## config.mk

```make
export PLATFORM = sky130hd
export DESIGN_NAME = buck_state_uart_tx
export DESIGN_NICKNAME = d
export VERILOG_FILES = /design/src/rtl/buck_state_uart_tx.sv
export SDC_FILE = /design/constraint.sdc
export NUM_CORES = 1
export LEC_CHECK = 0
export ABC_AREA = 1
export BUFFER_PORTS_ARGS = -buffer_cell sky130_fd_sc_hd__buf_2
export CORE_UTILIZATION = 47
export DETAILED_ROUTE_END_ITERATION = 8
export GPL_TIMING_DRIVEN = 0
export PLACE_DENSITY = 0.71
export SYNTH_ARGS = -nofsm -noshare
export SYNTH_HDL_FRONTEND = slang
export SYNTH_SLANG_ARGS = --single-unit
export TNS_END_PERCENT = 50
```

## constraint.sdc

```tcl
create_clock -name clk_i -period 3.48 [get_ports clk_i]
set_input_delay 1.044 -clock clk_i [delete_from_list [all_inputs] [get_ports clk_i]]
set_output_delay 1.044 -clock clk_i [all_outputs]
set_load 0.02 [all_outputs]
```

## src/rtl/buck_state_uart_tx.sv

```systemverilog
// buck_state_uart_tx: samples the four buck-converter solver state words every
// DECIM enabled cycles and sends each snapshot to the host as a 10-byte 8N1
// UART frame: A5, v_1i hi/lo, v_2i hi/lo, v_1d hi/lo, v_2d hi/lo, checksum.
//
// Ports
//   clk_i        system clock, rising edge
//   rst_n_i      asynchronous active-low reset
//   en_i         decimation counter enable (0 holds the counter at 0)
//   v_1i_i..v_2d_i  solver state words (two's complement)
//   tx_o         UART serial output, idle high
//   busy_o       high from the cycle after capture until the final stop bit ends
//   drop_o       one-cycle pulse, registered, after a request that arrived while busy
//   frame_cnt_o  count of fully transmitted frames, wraps at 16 bits
module buck_state_uart_tx #(
  parameter int unsigned DATA_W  = 16,
  parameter int unsigned CLK_DIV = 434,
  parameter int unsigned DECIM   = 50000
) (
  input  logic              clk_i,
  input  logic              rst_n_i,
  input  logic              en_i,
  input  logic [DATA_W-1:0] v_1i_i,
  input  logic [DATA_W-1:0] v_2i_i,
  input  logic [DATA_W-1:0] v_1d_i,
  input  logic [DATA_W-1:0] v_2d_i,
  output logic              tx_o,
  output logic              busy_o,
  output logic              drop_o,
  output logic [15:0]       frame_cnt_o
);

  localparam int unsigned DIV_W    = (CLK_DIV > 1) ? $clog2(CLK_DIV) : 1;
  localparam int unsigned DCNT_W   = (DECIM > 1) ? $clog2(DECIM) : 1;
  localparam int unsigned LAST_BYTE = 9;

  typedef enum logic [1:0] {
    IDLE  = 2'd0,
    START = 2'd1,
    DATA  = 2'd2,
    STOP  = 2'd3
  } state_t;

  state_t            state;
  logic [DCNT_W-1:0] dcnt;
  logic [DIV_W-1:0]  div;
  logic [2:0]        bit_idx;
  logic [3:0]        byte_idx;
  logic [15:0]       sh_1i, sh_2i, sh_1d, sh_2d;
  logic [7:0]        csum;
  logic [7:0]        cur_byte;
  logic              tick;
  logic              div_end;

  assign tick    = en_i && (dcnt == DCNT_W'(DECIM - 1));
  assign div_end = (div == DIV_W'(CLK_DIV - 1));

  // Decimation counter: free-runs while enabled, cleared when disabled.
  always_ff @(posedge clk_i or negedge rst_n_i) begin
    if (!rst_n_i) begin
      dcnt <= '0;
    end else if (!en_i || tick) begin
      dcnt <= '0;
    end else begin
      dcnt <= dcnt + DCNT_W'(1);
    end
  end

  // Byte currently on the wire, selected from the shadow snapshot.
  always_comb begin
    cur_byte = 8'hA5;
    case (byte_idx)
      4'd1:    cur_byte = sh_1i[15:8];
      4'd2:    cur_byte = sh_1i[7:0];
      4'd3:    cur_byte = sh_2i[15:8];
      4'd4:    cur_byte = sh_2i[7:0];
      4'd5:    cur_byte = sh_1d[15:8];
      4'd6:    cur_byte = sh_1d[7:0];
      4'd7:    cur_byte = sh_2d[15:8];
      4'd8:    cur_byte = sh_2d[7:0];
      4'd9:    cur_byte = csum;
      default: cur_byte = 8'hA5;
    endcase
  end

  // Frame FSM; tx_o is loaded one cycle ahead so every bit is registered.
  always_ff @(posedge clk_i or negedge rst_n_i) begin
    if (!rst_n_i) begin
      state       <= IDLE;
      tx_o        <= 1'b1;
      busy_o      <= 1'b0;
      drop_o      <= 1'b0;
      frame_cnt_o <= '0;
      div         <= '0;
      bit_idx     <= '0;
      byte_idx    <= '0;
      sh_1i       <= '0;
      sh_2i       <= '0;
      sh_1d       <= '0;
      sh_2d       <= '0;
      csum        <= '0;
    end else begin
      drop_o <= tick && (state != IDLE);
      case (state)
        IDLE: begin
          tx_o <= 1'b1;
          if (tick) begin
            sh_1i    <= v_1i_i[15:0];
            sh_2i    <= v_2i_i[15:0];
            sh_1d    <= v_1d_i[15:0];
            sh_2d    <= v_2d_i[15:0];
            csum     <= v_1i_i[15:8] + v_1i_i[7:0] + v_2i_i[15:8] + v_2i_i[7:0]
                      + v_1d_i[15:8] + v_1d_i[7:0] + v_2d_i[15:8] + v_2d_i[7:0];
            byte_idx <= '0;
            div      <= '0;
            busy_o   <= 1'b1;
            tx_o     <= 1'b0;
            state    <= START;
          end
        end
        START: begin
          if (div_end) begin
            div     <= '0;
            bit_idx <= '0;
            tx_o    <= cur_byte[0];
            state   <= DATA;
          end else begin
            div <= div + DIV_W'(1);
          end
        end
        DATA: begin
          if (div_end) begin
            div <= '0;
            if (bit_idx == 3'd7) begin
              tx_o  <= 1'b1;
              state <= STOP;
            end else begin
              bit_idx <= bit_idx + 3'd1;
              tx_o    <= cur_byte[3'(bit_idx + 3'd1)];
            end
          end else begin
            div <= div + DIV_W'(1);
          end
        end
        STOP: begin
          if (div_end) begin
            div <= '0;
            if (byte_idx != 4'(LAST_BYTE)) begin
              byte_idx <= byte_idx + 4'd1;
              tx_o     <= 1'b0;
              state    <= START;
            end else begin
              busy_o      <= 1'b0;
              frame_cnt_o <= frame_cnt_o + 16'd1;
              state       <= IDLE;
            end
          end else begin
            div <= div + DIV_W'(1);
          end
        end
        default: state <= IDLE;
      endcase
    end
  end

endmodule

```

### Word-level counts from Yosys, hierarchy flattened

Index checks and enable logic that the tools add are counted.

* word-level logic and storage cells: 101
* register bits after elaboration: 125

* mux-type cells: 33
* equal/unequal tests: 24
* $lt $le $gt $ge: 1
* bitwise gates (word level): 1
* $add $sub $neg: 12
* reductions and logical operators: 16

Operators with widths (count)
* case mux 8 bit (9 select lines): 1
* adder 8 bit: 7
* adder 16 x 1 -> 16 bit, second input constant: 2
* 2-to-1 mux 9 bit: 2
* case mux 9 bit (2 select lines): 1
* == test 16 bit, second input constant: 1
* == test 4 x 3 -> 1 bit, second input constant: 4
* 2-to-1 mux 16 bit: 1
* != test 2 bit, second input constant: 8
* AND reduction 4 bit: 4
* 2-to-1 mux 4 bit: 3
* 2-to-1 mux 1 bit: 11
* 2-to-1 mux 2 bit: 5
* adder 9 x 1 -> 9 bit, second input constant: 1
* == test 9 bit, second input constant: 1
* 2-to-1 mux 3 bit: 3
* == test 4 x 2 -> 1 bit, second input constant: 2
* == test 4 bit, second input constant: 2
* case mux 2 bit (4 select lines): 1
* case mux 4 bit (2 select lines): 1
* case mux 3 bit (2 select lines): 1
* nonzero test 2 bit: 3
* AND reduction 5 bit: 1
* adder 4 x 1 -> 4 bit, second input constant: 1
* 18 further kinds: 20

### Depth between registers and ports, before layout

Gate-level depths: netlist of the first run.

* depth in word-level cells: 7
* depth in mapped cells: 17
* gate-level depth less buffers: 17

### Worst setup path before layout of the first run

Ideal clock, no wire load.

* path kind: input -> register
* start: in v_1i_i[2]
* end: reg csum[6]
* path slack: -0.977 ns
* data arrival time: 4.331 ns
* data required time: 3.354 ns
* cell stages on the path: 14
* cells stage by stage: inv_1 -> fa_1 -> inv_1 -> fa_1 -> fa_1 -> inv_1 -> fa_1 -> inv_1 -> ha_1 -> fa_1 -> a21oi_1 -> o21ai_0 -> xnor2_1 -> a21oi_1

* cells in the longest elaborated chain, start to end: 7

Ends and longest elaborated chain
* from (decl): RTL line 22 `input logic [DATA_W-1:0] v_1i_i,`
* adder 8 bit (3 in series): RTL line 111 `csum <= v_1i_i[15:8] + v_1i_i[7:0] + v_2i_i[15:8] + v_2i_i[7:0]`
* adder 8 bit (4 in series): RTL line 112 `+ v_1d_i[15:8] + v_1d_i[7:0] + v_2d_i[15:8] + v_2d_i[7:0];`
* to (signal assigned): RTL line 111
* to (decl): RTL line 49 `logic [7:0] csum;`

Every way passes these cells.
A chain may end at the register's enable or synchronous reset.

### Worst setup path after layout of the first run

Same ends and word-level chain as after synthesis.

==> results.md, run 1 <==
* Row Count at 46
* Hold-fix buffers at CTS at 0
* Clock Latency Late Sink at 430 ps
* Status: finished with violations
* Core footprint at 15,900 um2
* Antenna-violating nets left at 0
* Hold_ws at 473 ps
* Mean Syn Cell Area at 8.24 um2
* VDD IR-drop max at 0.329 mV
* Detailed-route wire length at 18,600 um
* Ports at 86
* Most common cell after layout, fill and taps aside: nand2_1
* Seq cells post-synth at 125
* Clk buf depth at 2
* Power Density at 518 nW/um2
* Filler cells at 1,429
* Die area at 16,700 um2
* Setup CP Type: in -> reg
* Syn Inst Count at 925
* Post-synth EDFFs at 0
* Clk_skew at 13.7 ps
* Area of the multi-input gates at 3910 um2
* HP Class: reg -> reg
* Crit path time final at 4010 ps
* DR pass1 iterations at 5
* Most frequent cells in the layout: nand2_1, inv_1, dfrtp_1
* CTS tree: built
* Sequential fraction of the synthesis area at 41.0%
* Global placer's final weighted congestion at 0.878
* Yosys warning count at 0
* Leading area contributor after synthesis: dfrtp_1
* Synth Cell Area at 7630 um2
* Pre-CTS setup slack at -1140 ps
* Ys flop type: dfrtp_1
* Max Freq at 249 MHz
* Total number of vias at 6,370
* Critical Path AT at 4320 ps
* # port buffers at 85
* Vias in the first global route at 6,234
* Final WS setup at -533 ps
* RSZ-0062 raised after global routing: true
* Final max-slew violation count at 0
* Grt ovf at 0
* Worst-path clk slew at 60 ps
* All-Layer GR Usage at 24.4%
* Mapped Nets at 1,053
* Crit Path Max Fanout at 2
* Slew @ Worst Pin at 632 ps
* Critical Path RT at 3780 ps
* Initial DRC Count at 459
* Synth cell types at 40
* DRC Markers at 0
* Die width at 129 um
* Area growth, synth to finish at 19.6%
* Initial antenna violation count at 0
* Final instance area at 9120 um2
* Hold Violations, Final at 0
* Register area at 3130 um2
* Ant diodes at 0
* Starting Density at 48.0%
* Largest net degree at the start of global routing at 70
* Num CTS Buffers at 17
* First-pass GRT wire length at 30,900 um
* Max-Slew Margin vs Limit at 57.9%
* Setup violators final at 5
* Final Util at 57.4%
* Hold depth at 2
* Nets@finish at 1,159
* Asr flop ratio synth at 100%
* Crit share post-route at 115%
* Max_cap viols at 0
* Post-synth top area share at 40.7%
* Via/cell ratio at 5.06
* Nature of the critical path startpoint: input pin
* Leading post-synthesis cells by cell area: dfrtp_1, nand2_1, fa_1, inv_1, ha_1
* Layout cells sized above 1 at 19.7%
* Crit path capture type: register
* Power, Total at 4.73 mW
* LEAKAGE at 4.74 nW
* Failing checks: negative setup slack
* CTS H-Tree Depth at 4
* Die Y at 129 um
* Wire length per cell at 14.7 um
* Reg2Reg Depth at 15
* Clock sink total at 125
* Area after DPL at 8430 um2
* Root buffer cell: clkbuf_16
* Detailed placer's ending HPWL at 13,900 um
## worst paths after layout
check                            startpoint             end  slack, ps
worst max-delay path              v_1i_i[2]         csum[6]       -530
worst min-delay path              sh_2i[15]       sh_2i[15]        470
worst max register to register  byte_idx[1]            tx_o       1170
worst min register to register    sh_2i[15]       sh_2i[15]        470
max in group asynchronous           rst_n_i            tx_o       2150
min in group asynchronous           rst_n_i  frame_cnt_o[8]        580
## cells in the mapped netlist, types with 2 or more instances
cell type and count:
buf_2 19, a21oi_1 27, nand3b_1 4, fa_1 39, nor2_1 58, clkbuf_1 6, dfrtp_1 124, nand3_2 3
xnor2_2 2, o21ai_1 37, inv_1 141, nor2_4 3, nor2_2 11, o21ai_0 28, inv_2 6, nand4_1 26
xor2_1 13, nand2_2 7, nand2_4 2, o22ai_1 6, ha_1 22, nand3_1 48, nor3_1 9, nand2_1 251
xnor2_1 18
## timing repair
item,CTS,global route
gates resized for setup,10,3
pin swaps,11,5
buffers inserted,1,0
setup endpoints to repair,5,5
## metrics by stage
step | setup TNS (ps) | cells
2_1_floorplan | -2900 | 925
3_5_place_dp | -4930 | 1227
4_1_cts | -2000 | 1260
6_report | -1840 | 1260
5_1_grt | -2440 | 1260
3_3_place_gp | -41410 | 1226
## cell families (layout without fill, tap and decap cells)
group / after synthesis / in the layout / share of synthesized area, %
simple gates: 430 / 430 / 25.2
buf+inv: 174 / 293 / 9.01
flops: 125 / 125 / 41.0
xor+xnor: 33 / 33 / 3.99
compound gates: 102 / 102 / 6.91
fa+ha+maj: 61 / 61 / 13.8
## worst max-delay path, stage by stage
cell	delay, ps
buf_2	80
inv_2	40
fa_1	540
inv_2	40
fa_2	460
fa_1	480
inv_1	50
fa_1	490
inv_2	50
ha_4	170
fa_2	370
a21oi_2	150
o21ai_2	80
xnor2_2	150
a21oi_1	90
## routing by layer
| metal | wire length, um | vias to the layer above | GRT usage, % |
|---|---|---|---|
| met5 | 0 | - | 0 |
| met4 | 278 | 0 | 8.17 |
| met3 | 1160 | 26 | 4.42 |
| met2 | 8800 | 221 | 38.8 |
| met1 | 8340 | 3019 | 33.9 |
| li1 | - | 3104 | - |
## power by group
part | internal (mW) | switching (mW) | total, mW
clock | 1.25 | 0.648 | 1.90
sequential | 1.46 | 0.00536 | 1.47
combinational | 0.627 | 0.735 | 1.36
total | 3.34 | 1.39 | 4.73
## state kept, by name (all words and copies together), names as in the netlist, 3 cells and up
| name | cells |
|---|---|
| byte_idx | 4 |
| frame_cnt_o | 16 |
| sh_2i | 16 |
| csum | 8 |
| dcnt | 16 |
| div | 9 |
| bit_idx | 3 |
| sh_2d | 16 |
| sh_1i | 16 |
| sh_1d | 16 |
## cell type report
class | instances | area share (%)
plain buffers | 26 | 1.41
clock buffers | 21 | 5.16
clock inverters | 11 | 1.80
inverters | 148 | 6.28
multi-input cells | 626 | 42.9
flip-flops and latches | 125 | 34.3
well taps | 216 | 2.96
repair buffers | 87 | 5.19
Note: power is estimated with default switching activity, not from simulation.
==> inputs of run 2 (changes only) <==
--- a/config.mk
+++ b/config.mk
@@ -10,7 +10,7 @@
 export CORE_UTILIZATION = 47
 export DETAILED_ROUTE_END_ITERATION = 8
 export GPL_TIMING_DRIVEN = 0
-export PLACE_DENSITY = 0.71
+export PLACE_DENSITY = 0.64
 export SYNTH_ARGS = -nofsm -noshare
 export SYNTH_HDL_FRONTEND = slang
 export SYNTH_SLANG_ARGS = --single-unit
==> run 2 against run 1 <==
  * The flow still finishes with violations (negative setup slack)
  * Clock-buffer cell count grew 4
  * Wire length rose by 0.41%
  * Critical path depth did not move
  * Flip-flop and latch count is the same
  * Register-to-register slack got worse by 50 ps
  * Sequential power about the same
  * Non-clock buffer count shrank 1
  * Critical path type unchanged
  * Largest cell class unchanged
==> results.md, run 2 (synthesis results as in run 1) <==
* Core footprint at 15,900 um2 (unchanged)
* Failing checks: negative setup slack
* Worst-path clk slew at 50 ps (about the same)
* Num CTS Buffers at 17 (unchanged)
* Power Density at 507 nW/um2 (-2.3%)
* Layout cells sized above 1 at 18.8% (-0.92 points)
* First-pass GRT wire length at 31,200 um (+1.1%)
* Initial DRC Count at 353 (-23%)
* Nature of the critical path startpoint: input pin
* Critical Path AT at 4410 ps (+90 ps)
* Area after DPL at 8430 um2 (unchanged)
* Die width at 129 um (unchanged)
* Ant diodes at 0 (unchanged)
* DR pass1 iterations at 5 (unchanged)
* Total number of vias at 6,269 (-1.6%)
* Clk buf depth at 2 (unchanged)
* Final Util at 57.2% (-0.26 points)
* Status: finished with violations
* Ports at 86 (unchanged)
* Final max-slew violation count at 0 (unchanged)
* # port buffers at 85 (unchanged)
* Setup Buffers After CTS at 0 (-1)
* HP Class: reg -> reg
* Setup TNS at -2070 ps (-227 ps)
* DRC Markers at 0 (unchanged)
* Final WS setup at -639 ps (-106 ps)
* Crit path capture type: register
* CTS tree: built
* Via/cell ratio at 4.98 (-1.4%)
* Detailed placer's ending HPWL at 13,900 um (+0.32%)
* Placed cells at 1,227 (unchanged)
* RSZ-0062 raised after global routing: true
* Wire length per cell at 14.8 um (+0.57%)
* Die area at 16,700 um2 (unchanged)
* Clk_skew at 7.89 ps (-5.81 ps)
* Setup violators final at 5 (unchanged)
* Clock Latency Late Sink at 420 ps (about the same)
* All-Layer GR Usage at 24.8% (+0.39 points)
* Global placer's final weighted congestion at 0.858 (-2.2%)
* Setup CP Type: in -> reg
* Row Count at 46 (unchanged)
* Starting Density at 48.0% (unchanged)
* Most frequent cells in the layout: nand2_1, inv_1, dfrtp_1
* Final instance area at 9080 um2 (-0.45%)
* Nets@finish at 1,158 (-0.086%)
* Vias in the first global route at 6,311 (+1.2%)
* Detailed-route wire length at 18,600 um (+0.41%)
* Max_cap viols at 0 (unchanged)
* Slew @ Worst Pin at 620 ps (-12.1 ps)
* CTS H-Tree Depth at 4 (unchanged)
* VDD IR-drop max at 0.385 mV (+17%)
* Antenna-violating nets left at 0 (unchanged)
* Clock sink total at 125 (unchanged)
* Critical Path RT at 3770 ps (about the same)
* Grt ovf at 0 (unchanged)
* Area growth, synth to finish at 19.1%
* Final cell count without fillers at 1,258 (-0.16%)
* Initial antenna violation count at 0 (unchanged)
* Crit Path Max Fanout at 2 (unchanged)
* Pre-CTS setup slack at -1150 ps (-17.4 ps)
* Largest net degree at the start of global routing at 95 (+36%)
* Max Freq at 243 MHz (-2.6%)
* Crit share post-route at 118% (+3.0 points)
* Die Y at 129 um (unchanged)
* Root buffer cell: clkbuf_16
* Most common cell after layout, fill and taps aside: nand2_1
* LEAKAGE at 4.73 nW (-0.21%)
* Max-Slew Margin vs Limit at 58.7% (+0.81 points)
* Crit path time final at 4120 ps (+106 ps)
* Hold Violations, Final at 0 (unchanged)
==> run 2: cell count changes in the layout (fill, tap and decap cells not counted), sizes merged <==
cell / previous run / this run
buf: 107 / 106
bufinv: 4 / 3
clkbuf: 27 / 31
clkinv: 5 / 3
clkinvlp: 2 / 0
==> run 2: area by class of cell <==
class,instances,area [um2]
multi-input combinational,626,3880
sequential,125,3130
clock buffer,25,515
buffer,26,129
fill,1505,6810
clock inverter,6,105
inverter,148,576
timing repair buffer,86,472
tap,216,270
==> run 2: final timing paths <==
check                                 from               to  slack (ps)  depth (start not counted)
setup / recovery                 v_1i_i[2]          csum[6]        -640                         15
hold / removal             frame_cnt_o[15]  frame_cnt_o[15]         460                          1
setup reg to reg               byte_idx[1]             tx_o        1120                         15
hold reg to reg            frame_cnt_o[15]  frame_cnt_o[15]         460                          1
max in group asynchronous          rst_n_i      byte_idx[3]        2200                          2
min in group asynchronous          rst_n_i  frame_cnt_o[11]         500                          1
==> run 2: power by group <==
part	internal (mW)	switching, mW	total [mW]
Sequential	1.46	0.00563	1.47
Clock	1.23	0.637	1.87
Combinational	0.555	0.706	1.26
==> run 2: metal layers <==
| layer | global-route usage [%] | up-vias | part of all wire [%] |
|---|---|---|---|
| li1 | - | 3107 | - |
| met3 | 4.79 | 24 | 6.3 |
| met4 | 9.83 | 0 | 1.6 |
| met1 | 33.9 | 2928 | 46 |
| met5 | 0 | - | 0 |
| met2 | 39.1 | 210 | 46 |
==> run 2: timing repair <==
item | CTS | global route
pin swaps | 8 | 0
endpoints found under the setup margin | 5 | 5
resized for setup | 6 | 3
hold buffers | 0 | 0
==> run 2: metrics by stage <==
stage	hold WS (ps)	power, mW
floorplan	442	2.37
global placement	455	2.67
detailed placement	458	2.70
CTS	469	4.60
global route	488	4.86
finish	461	4.60
==> run 2: critical path, stage by stage <==
cell     delay, ps
buf_6           70
inv_4           30
fa_1           540
inv_2           40
fa_1           500
fa_1           490
inv_1           50
fa_1           490
inv_2           50
ha_4           180
fa_2           380
a21oi_2        120
o21ai_1         90
xnor2_1        230
a21oi_1        100
